<file path="src/rtl/mult_unit_pkg.sv">
// -----------------------------------------------------------------------------
// mult_unit_pkg
// Shared definitions for the iterative shift-and-add multiplier: operand
// width, step count, counter width and the FSM state encoding.
// -----------------------------------------------------------------------------
package mult_unit_pkg;

  // Operand and result-byte width. Only 8 is supported.
  localparam int WIDTH     = 8;

  // One RUN step per multiplier bit.
  localparam int MUL_STEPS = 8;

  localparam int CNT_W     = $clog2(MUL_STEPS);

  // A step taken while the counter holds this value is the final step.
  localparam logic [CNT_W-1:0] LAST_STEP = CNT_W'(MUL_STEPS - 1);

  // 2'b11 is unused and is recovered to IDLE.
  typedef enum logic [1:0] {
    ST_IDLE = 2'b00,
    ST_RUN  = 2'b01,
    ST_DONE = 2'b10
  } state_t;

endpackage

</file>
<file path="src/rtl/mult_unit_if.sv">
// -----------------------------------------------------------------------------
// mult_unit_if
// Request/result bundle between the control unit (master) and the
// multiplier (slave).
//   start        : request a multiply, sampled on the rising clock edge
//   multiplicand : operand A, sampled with an accepted start
//   multiplier   : operand B, sampled with an accepted start
//   busy         : high while the multiply is stepping
//   done         : one-cycle pulse, product valid from this cycle on
//   result       : low byte of the 16-bit product
//   product_hi   : high byte of the 16-bit product
//   overflow     : product does not fit in 8 bits
// -----------------------------------------------------------------------------
interface mult_unit_if;
  import mult_unit_pkg::*;

  logic             start;
  logic [WIDTH-1:0] multiplicand;
  logic [WIDTH-1:0] multiplier;
  logic             busy;
  logic             done;
  logic [WIDTH-1:0] result;
  logic [WIDTH-1:0] product_hi;
  logic             overflow;

  modport master (
    output start, multiplicand, multiplier,
    input  busy, done, result, product_hi, overflow
  );

  modport slave (
    input  start, multiplicand, multiplier,
    output busy, done, result, product_hi, overflow
  );

endinterface

</file>
<file path="src/rtl/mult_step.sv">
// -----------------------------------------------------------------------------
// mult_step
// One combinational shift-and-add step.
//   acc         : partial product in
//   mcand       : zero-extended multiplicand, already shifted for this step
//   mplier      : remaining multiplier bits, bit 0 is the current one
//   acc_nxt     : acc + mcand when mplier[0] is set, else acc
//   mcand_nxt   : mcand logically shifted left by one
//   mplier_nxt  : mplier logically shifted right by one
// -----------------------------------------------------------------------------
module mult_step
  import mult_unit_pkg::*;
(
  input  logic [2*WIDTH-1:0] acc,
  input  logic [2*WIDTH-1:0] mcand,
  input  logic [WIDTH-1:0]   mplier,
  output logic [2*WIDTH-1:0] acc_nxt,
  output logic [2*WIDTH-1:0] mcand_nxt,
  output logic [WIDTH-1:0]   mplier_nxt
);

  // An 8x8 product always fits in 16 bits, so the add never carries out.
  assign acc_nxt    = mplier[0] ? (acc + mcand) : acc;
  assign mcand_nxt  = mcand << 1;
  assign mplier_nxt = mplier >> 1;

endmodule

</file>
<file path="src/rtl/mult_unit.sv">
// -----------------------------------------------------------------------------
// mult_unit
// Iterative 8x8 shift-and-add multiplier. An accepted start loads the
// operands, eight RUN cycles accumulate the product one multiplier bit at a
// time, and a single DONE cycle pulses done. The product registers feed the
// outputs directly and hold until the next accepted start clears them.
//   clk      : rising-edge clock
//   reset_n  : asynchronous active-low reset
//   bus      : mult_unit_if slave modport (start/operands in,
//              busy/done/result/product_hi/overflow out)
// -----------------------------------------------------------------------------
module mult_unit
  import mult_unit_pkg::*;
(
  input  logic        clk,
  input  logic        reset_n,
  mult_unit_if.slave  bus
);

  state_t             state;
  state_t             state_nxt;

  logic [2*WIDTH-1:0] acc;
  logic [2*WIDTH-1:0] mcand;
  logic [WIDTH-1:0]   mplier;
  logic [CNT_W-1:0]   count;

  logic [2*WIDTH-1:0] acc_step;
  logic [2*WIDTH-1:0] mcand_step;
  logic [WIDTH-1:0]   mplier_step;

  // Datapath controls decoded from the FSM.
  logic               load;   // accept start: capture operands, clear acc
  logic               step;   // one shift-and-add step
  logic               clear;  // recovery from the unused encoding

  mult_step u_step (
    .acc        (acc),
    .mcand      (mcand),
    .mplier     (mplier),
    .acc_nxt    (acc_step),
    .mcand_nxt  (mcand_step),
    .mplier_nxt (mplier_step)
  );

  // NOTE: state-holding blocks use non-blocking assignments so every register
  // samples the pre-edge values, independent of block evaluation order.
  always_ff @(posedge clk or negedge reset_n) begin
    if (!reset_n) begin
      state <= ST_IDLE;
    end else begin
      state <= state_nxt;
    end
  end

  // NOTE: every signal gets a default before the case; a path that leaves one
  // unassigned would infer a latch.
  always_comb begin
    state_nxt = state;
    load      = 1'b0;
    step      = 1'b0;
    clear     = 1'b0;

    unique case (state)
      ST_IDLE: begin
        if (bus.start) begin
          load      = 1'b1;
          state_nxt = ST_RUN;
        end
      end

      ST_RUN: begin
        // start is ignored here; RUN always takes all eight steps.
        step = 1'b1;
        if (count == LAST_STEP) begin
          state_nxt = ST_DONE;
        end
      end

      ST_DONE: begin
        // Back-to-back: a start in DONE is accepted exactly as in IDLE.
        if (bus.start) begin
          load      = 1'b1;
          state_nxt = ST_RUN;
        end else begin
          state_nxt = ST_IDLE;
        end
      end

      default: begin
        clear     = 1'b0 | 1'b1;
        state_nxt = ST_IDLE;
      end
    endcase
  end

  // NOTE: the datapath registers are few and feed the outputs directly, so
  // they are reset too; this makes the outputs read zero during reset and
  // after a mid-operation abort.
  always_ff @(posedge clk or negedge reset_n) begin
    if (!reset_n) begin
      acc    <= '0;
      mcand  <= '0;
      mplier <= '0;
      count  <= '0;
    end else if (load) begin
      acc    <= '0;
      mcand  <= {{WIDTH{1'b0}}, bus.multiplicand};
      mplier <= bus.multiplier;
      count  <= '0;
    end else if (step) begin
      acc    <= acc_step;
      mcand  <= mcand_step;
      mplier <= mplier_step;
      count  <= count + CNT_W'(1);
    end else if (clear) begin
      acc    <= '0;
      mcand  <= '0;
      mplier <= '0;
      count  <= '0;
    end
  end

  // Outputs come straight from registers; nothing combinational from inputs.
  assign bus.busy       = (state == ST_RUN);
  assign bus.done       = (state == ST_DONE);
  assign bus.result     = acc[WIDTH-1:0];
  assign bus.product_hi = acc[2*WIDTH-1:WIDTH];
  assign bus.overflow   = |acc[2*WIDTH-1:WIDTH];

endmodule

</file>
<file path="src/flat_wrapper.sv">
// flat-port wrapper written by rule: the top's interface ports become plain ports
module mult_unit_flat import mult_unit_pkg::*;
  (clk, reset_n, bus_start, bus_multiplicand, bus_multiplier, bus_busy, bus_done, bus_result, bus_product_hi, bus_overflow);
  mult_unit_if bus_i ();
  input  logic clk;
  input  logic reset_n;
  input wire logic [$bits(bus_i.start)-1:0] bus_start;
  input wire logic [$bits(bus_i.multiplicand)-1:0] bus_multiplicand;
  input wire logic [$bits(bus_i.multiplier)-1:0] bus_multiplier;
  output wire logic [$bits(bus_i.busy)-1:0] bus_busy;
  output wire logic [$bits(bus_i.done)-1:0] bus_done;
  output wire logic [$bits(bus_i.result)-1:0] bus_result;
  output wire logic [$bits(bus_i.product_hi)-1:0] bus_product_hi;
  output wire logic [$bits(bus_i.overflow)-1:0] bus_overflow;
  assign bus_i.start = bus_start;
  assign bus_i.multiplicand = bus_multiplicand;
  assign bus_i.multiplier = bus_multiplier;
  assign bus_busy = bus_i.busy;
  assign bus_done = bus_i.done;
  assign bus_result = bus_i.result;
  assign bus_product_hi = bus_i.product_hi;
  assign bus_overflow = bus_i.overflow;
  mult_unit u_core (.clk(clk), .reset_n(reset_n), .bus(bus_i));
endmodule
</file>
<file path="config.mk">
export PLATFORM = sky130hd
export DESIGN_NAME = mult_unit_flat
export DESIGN_NICKNAME = d
export VERILOG_FILES = /design/src/rtl/mult_unit_pkg.sv /design/src/rtl/mult_unit_if.sv /design/src/rtl/mult_step.sv /design/src/rtl/mult_unit.sv /design/src/flat_wrapper.sv
export SDC_FILE = /design/constraint.sdc
export NUM_CORES = 1
export LEC_CHECK = 0
export BUFFER_PORTS_ARGS = -buffer_cell sky130_fd_sc_hd__clkbuf_2
export CORE_MARGIN = 2
export CORE_UTILIZATION = 57
export CTS_CLUSTER_SIZE = 28
export DETAILED_ROUTE_END_ITERATION = 8
export GPL_TIMING_DRIVEN = 0
export PLACE_DENSITY = 0.8
export SYNTH_ARGS = -nofsm -noshare
export SYNTH_HDL_FRONTEND = slang
export SYNTH_SLANG_ARGS = --single-unit
</file>
<file path="constraint.sdc">
create_clock -name clk -period 2.8 [get_ports clk]
set_input_delay 0.28 -clock clk [delete_from_list [all_inputs] [get_ports clk]]
set_output_delay 0.28 -clock clk [all_outputs]
set_load 0.05 [all_outputs]
</file>
==> impl_metrics.yaml <==
cells_and_area:
  area_growth_pct: 13.9
  layout.nets: 343
  antennaDiodeCount: 0
  drive_gt1_frac: 0.166
route:
  drc: 0
  drt_wl_total_mm: 5.48
  dr_total_vias: 2131
  antenna_left: 0
  firstDrtPassIters: 4
  drtIter0Drc: 180
  wire_per_inst_um: 15.3
  viasPerCell: 5.94
timing:
  slew_headroom: 0.276
  tightest_slew_ns: 1.09
  post-route-min-period_ns: 2.31
  fmax_mhz: 434
  rsz0062_at_grt: "false"
  final_critical_path_setup_slack_ns: 0.494
  hold_viol: 0
  layout_worst_path_cycle_share: 0.824
  fin_setup_tns_ns: 0
  final-setup-viol-count: 0
  fin_skew_ns: 0.00259
  slew_violations: 0
logic_synthesis:
  synth-seq-cells: 45
  synth_fa_ha_area_frac: 0.0910
  synthesis.area_um2: 2560
  yosysSeqAreaShare: 0.441
  synth_top_family_by_area: "compound AO/OA/AOI/OAI gates"
  syn_avg_cell_area_um2: 9.72
  synth_compound_area_frac: 0.207
  synth_cells: 263
  synthSimpleGateAreaFrac: 0.133
  synth_ff_type: "dfrtp_1"
  yosysUniqueCellTypes: 43
  synthXorXnorAreaFrac: 0.0411
  synth_edf_count: 0
  yosys_warnings: 0
  ys_async_sr_fraction: 1.00
  syn_nets: 300
  muxShareOfSynthArea: 0.0627
worst_setup_path:
  worstPathArrival_ns: 2.48
  worstSetupPathType: "register to register"
  crit_path_start_kind: "register"
  cp.required_ns: 2.97
  cp_max_fo: 4
  endpoint_kind: "register"
  rr_startpoint: "u_core.acc[0]"
  max_stage_delay_ns: 0.41
  reg2reg_depth: 9
  path_cells: "ha_1 > inv_1 > fa_1 > and2b_1 > o31a_2 > o31ai_1 > a32oi_1 > xnor2_1 > o21ai_0"
  r2r_end: "u_core.acc[14]"
  crit_slowest_cell: "dfrtp_1"
  reg2reg_slack_ns: 0.49
clock_network:
  cts_hold_buffers: 0
  h-tree-depth: 2
  clock_sinks: 45
  cts_buffers: 5
  cts_root_buffer: "clkbuf_8"
  cts_setup_buffers: 0
  insertion_delay_ns: 0.30
  clockBufferDepth: 2
  cts_resized: 0
  cts_tree: "yes"
  clk_pin_slew_ns: 0.09
power_and_ir_drop:
  p_leak_nw: 1.44
  p_per_area_nw_per_um2: 1190
  vdd_drop_max_uv: 651
floorplanning:
  start_util: 0.591
  core_um2: 4320
  die_w_um: 71.0
  boundaryPins: 38
  rows: 24
  die_h_um: 71.0
  design.die.area_um2: 5040
grt:
  busiest_layer: "met2"
  grtUsageMet1: 0.315
  antenna_found_initial: 0
  grt_pass1_wl_mm: 9.31
  met2_usage: 0.380
  overflow: 0
  use_met3: 0.0513
  grt_pass1_vias: 2041
  grt_max_degree: 46
  track_usage: 0.235
placed_design:
  hpwl_mm: 4.09
  buffer_ports.inserted: 36
  place.gp.congestion: 0.872
  dp_worst_setup_slack_ns: 0.517
outcome:
  outcome: "finished clean"
flow_run:
  maxCapViolations: 0
hold_path:
  holdCritPathClass: "primary input to asynchronous set/reset pin"
[layout make-up]
class	instances	area, um^2
Clock inverter	2	38.8
Inverter	7	27.5
Buffer	9	36.3
Timing Repair Buffer	36	180
Sequential cell	45	1130
Multi-Input combinational cell	202	1370
Clock buffer	6	72.6
Tap cell	52	65.1
Fill cell	371	1410
[layout by cell type (no fill, tap or decap), types with 2 or more instances in the layout]
| master | n |
|---|---|
| ha_1 | 17 |
| nand3_1 | 2 |
| nand2b_1 | 2 |
| inv_1 | 6 |
| o22ai_1 | 3 |
| dfrtp_1 | 45 |
| clkbuf_2 | 36 |
| xnor2_1 | 8 |
| a21oi_1 | 10 |
| clkbuf_1 | 8 |
| a211oi_1 | 3 |
| nor4_1 | 3 |
| a21o_1 | 6 |
| nor2b_1 | 3 |
| o21ai_1 | 3 |
| and2_1 | 2 |
| clkbuf_8 | 5 |
| a22o_1 | 13 |
| nor2_1 | 17 |
| buf_2 | 2 |
| nand2_1 | 37 |
| xor2_1 | 4 |
| mux2i_1 | 16 |
| or3_1 | 2 |
| o21ai_0 | 31 |
| a31oi_1 | 2 |
[power by group]
group          internal, mW  leakage [nW]  switching [mW]
registers             0.907         0.594           0.239
logic                 0.609         0.790            1.22
clock network         0.268        0.0554           0.229
[state kept, by name (all words and copies together) (netlist names)]
name / cells
u_core.state: 2
u_core.mplier: 8
u_core.mcand: 16
u_core.count: 3
u_core.acc: 16
[worst max-delay path, delay by kind of cell (launching register included)]
kind	cells	cell delay (ns)
flops	1	0.41
xor+xnor	1	0.16
simple gates	1	0.20
compound gates	4	0.95
buf+inv	1	0.07
fa+ha+maj	2	0.39
[kinds of logic (layout without fill, tap and decap cells)]
group | after synthesis | in the layout
AND/OR/NAND/NOR | 74 | 74
buffers and inverters | 16 | 60
XOR/XNOR | 12 | 12
adder cells (fa/ha/maj) | 18 | 18
flip-flops | 45 | 45
AO/OA/AOI/OAI | 82 | 82
multiplexers | 16 | 16
[worst max-delay path by stage]
stage | startpoint | endpoint | slack, ns | depth (start not counted)
6_report | u_core.acc[0] | u_core.acc[14] | 0.49 | 9
5_1_grt | u_core.acc[0] | u_core.acc[14] | 0.34 | 9
4_1_cts | u_core.mcand[0] | u_core.acc[12] | 0.49 | 9
3_5_place_dp | u_core.mcand[0] | u_core.acc[12] | 0.52 | 9
3_3_place_gp | u_core.mcand[0] | u_core.acc[14] | 0.56 | 9
2_1_floorplan | u_core.acc[0] | u_core.acc[12] | 0.42 | 9
[Yosys cell counts (4+ instances only)]
cell	instances	share of area
o21ai_0	31	0.061
inv_1	6	0.0088
clkbuf_1	7	0.010
xor2_1	4	0.014
nor2_1	17	0.025
a22o_1	13	0.045
a21o_1	6	0.018
nand2_1	37	0.054
ha_1	17	0.083
dfrtp_1	45	0.44
mux2i_1	16	0.063
a21oi_1	10	0.020
xnor2_1	8	0.027
[layer usage]
layer  routed length [um]  vias up
met2                 2630       61
met1                 2540     1021
met4                   58        0
li1                     -     1043
met3                  252        6
met5                    0        -
[stage by stage]
| step | util | std cells | power (mW) | cell area, um^2 | hold slack (ns) |
|---|---|---|---|---|---|
| after floorplan | - | 263 | 2.54 | 2560 | -0.0156 |
| after global placement | 0.648 | 351 | 2.94 | 2800 | 0.463 |
| after detailed placement | 0.648 | 351 | 2.98 | 2800 | 0.470 |
| after CTS | 0.674 | 359 | 3.49 | 2910 | 0.210 |
| after global routing | 0.674 | 359 | 3.73 | 2910 | 0.242 |
| final | 0.674 | 359 | 3.47 | 2910 | 0.165 |
Note: power is estimated with default switching activity, not from simulation.
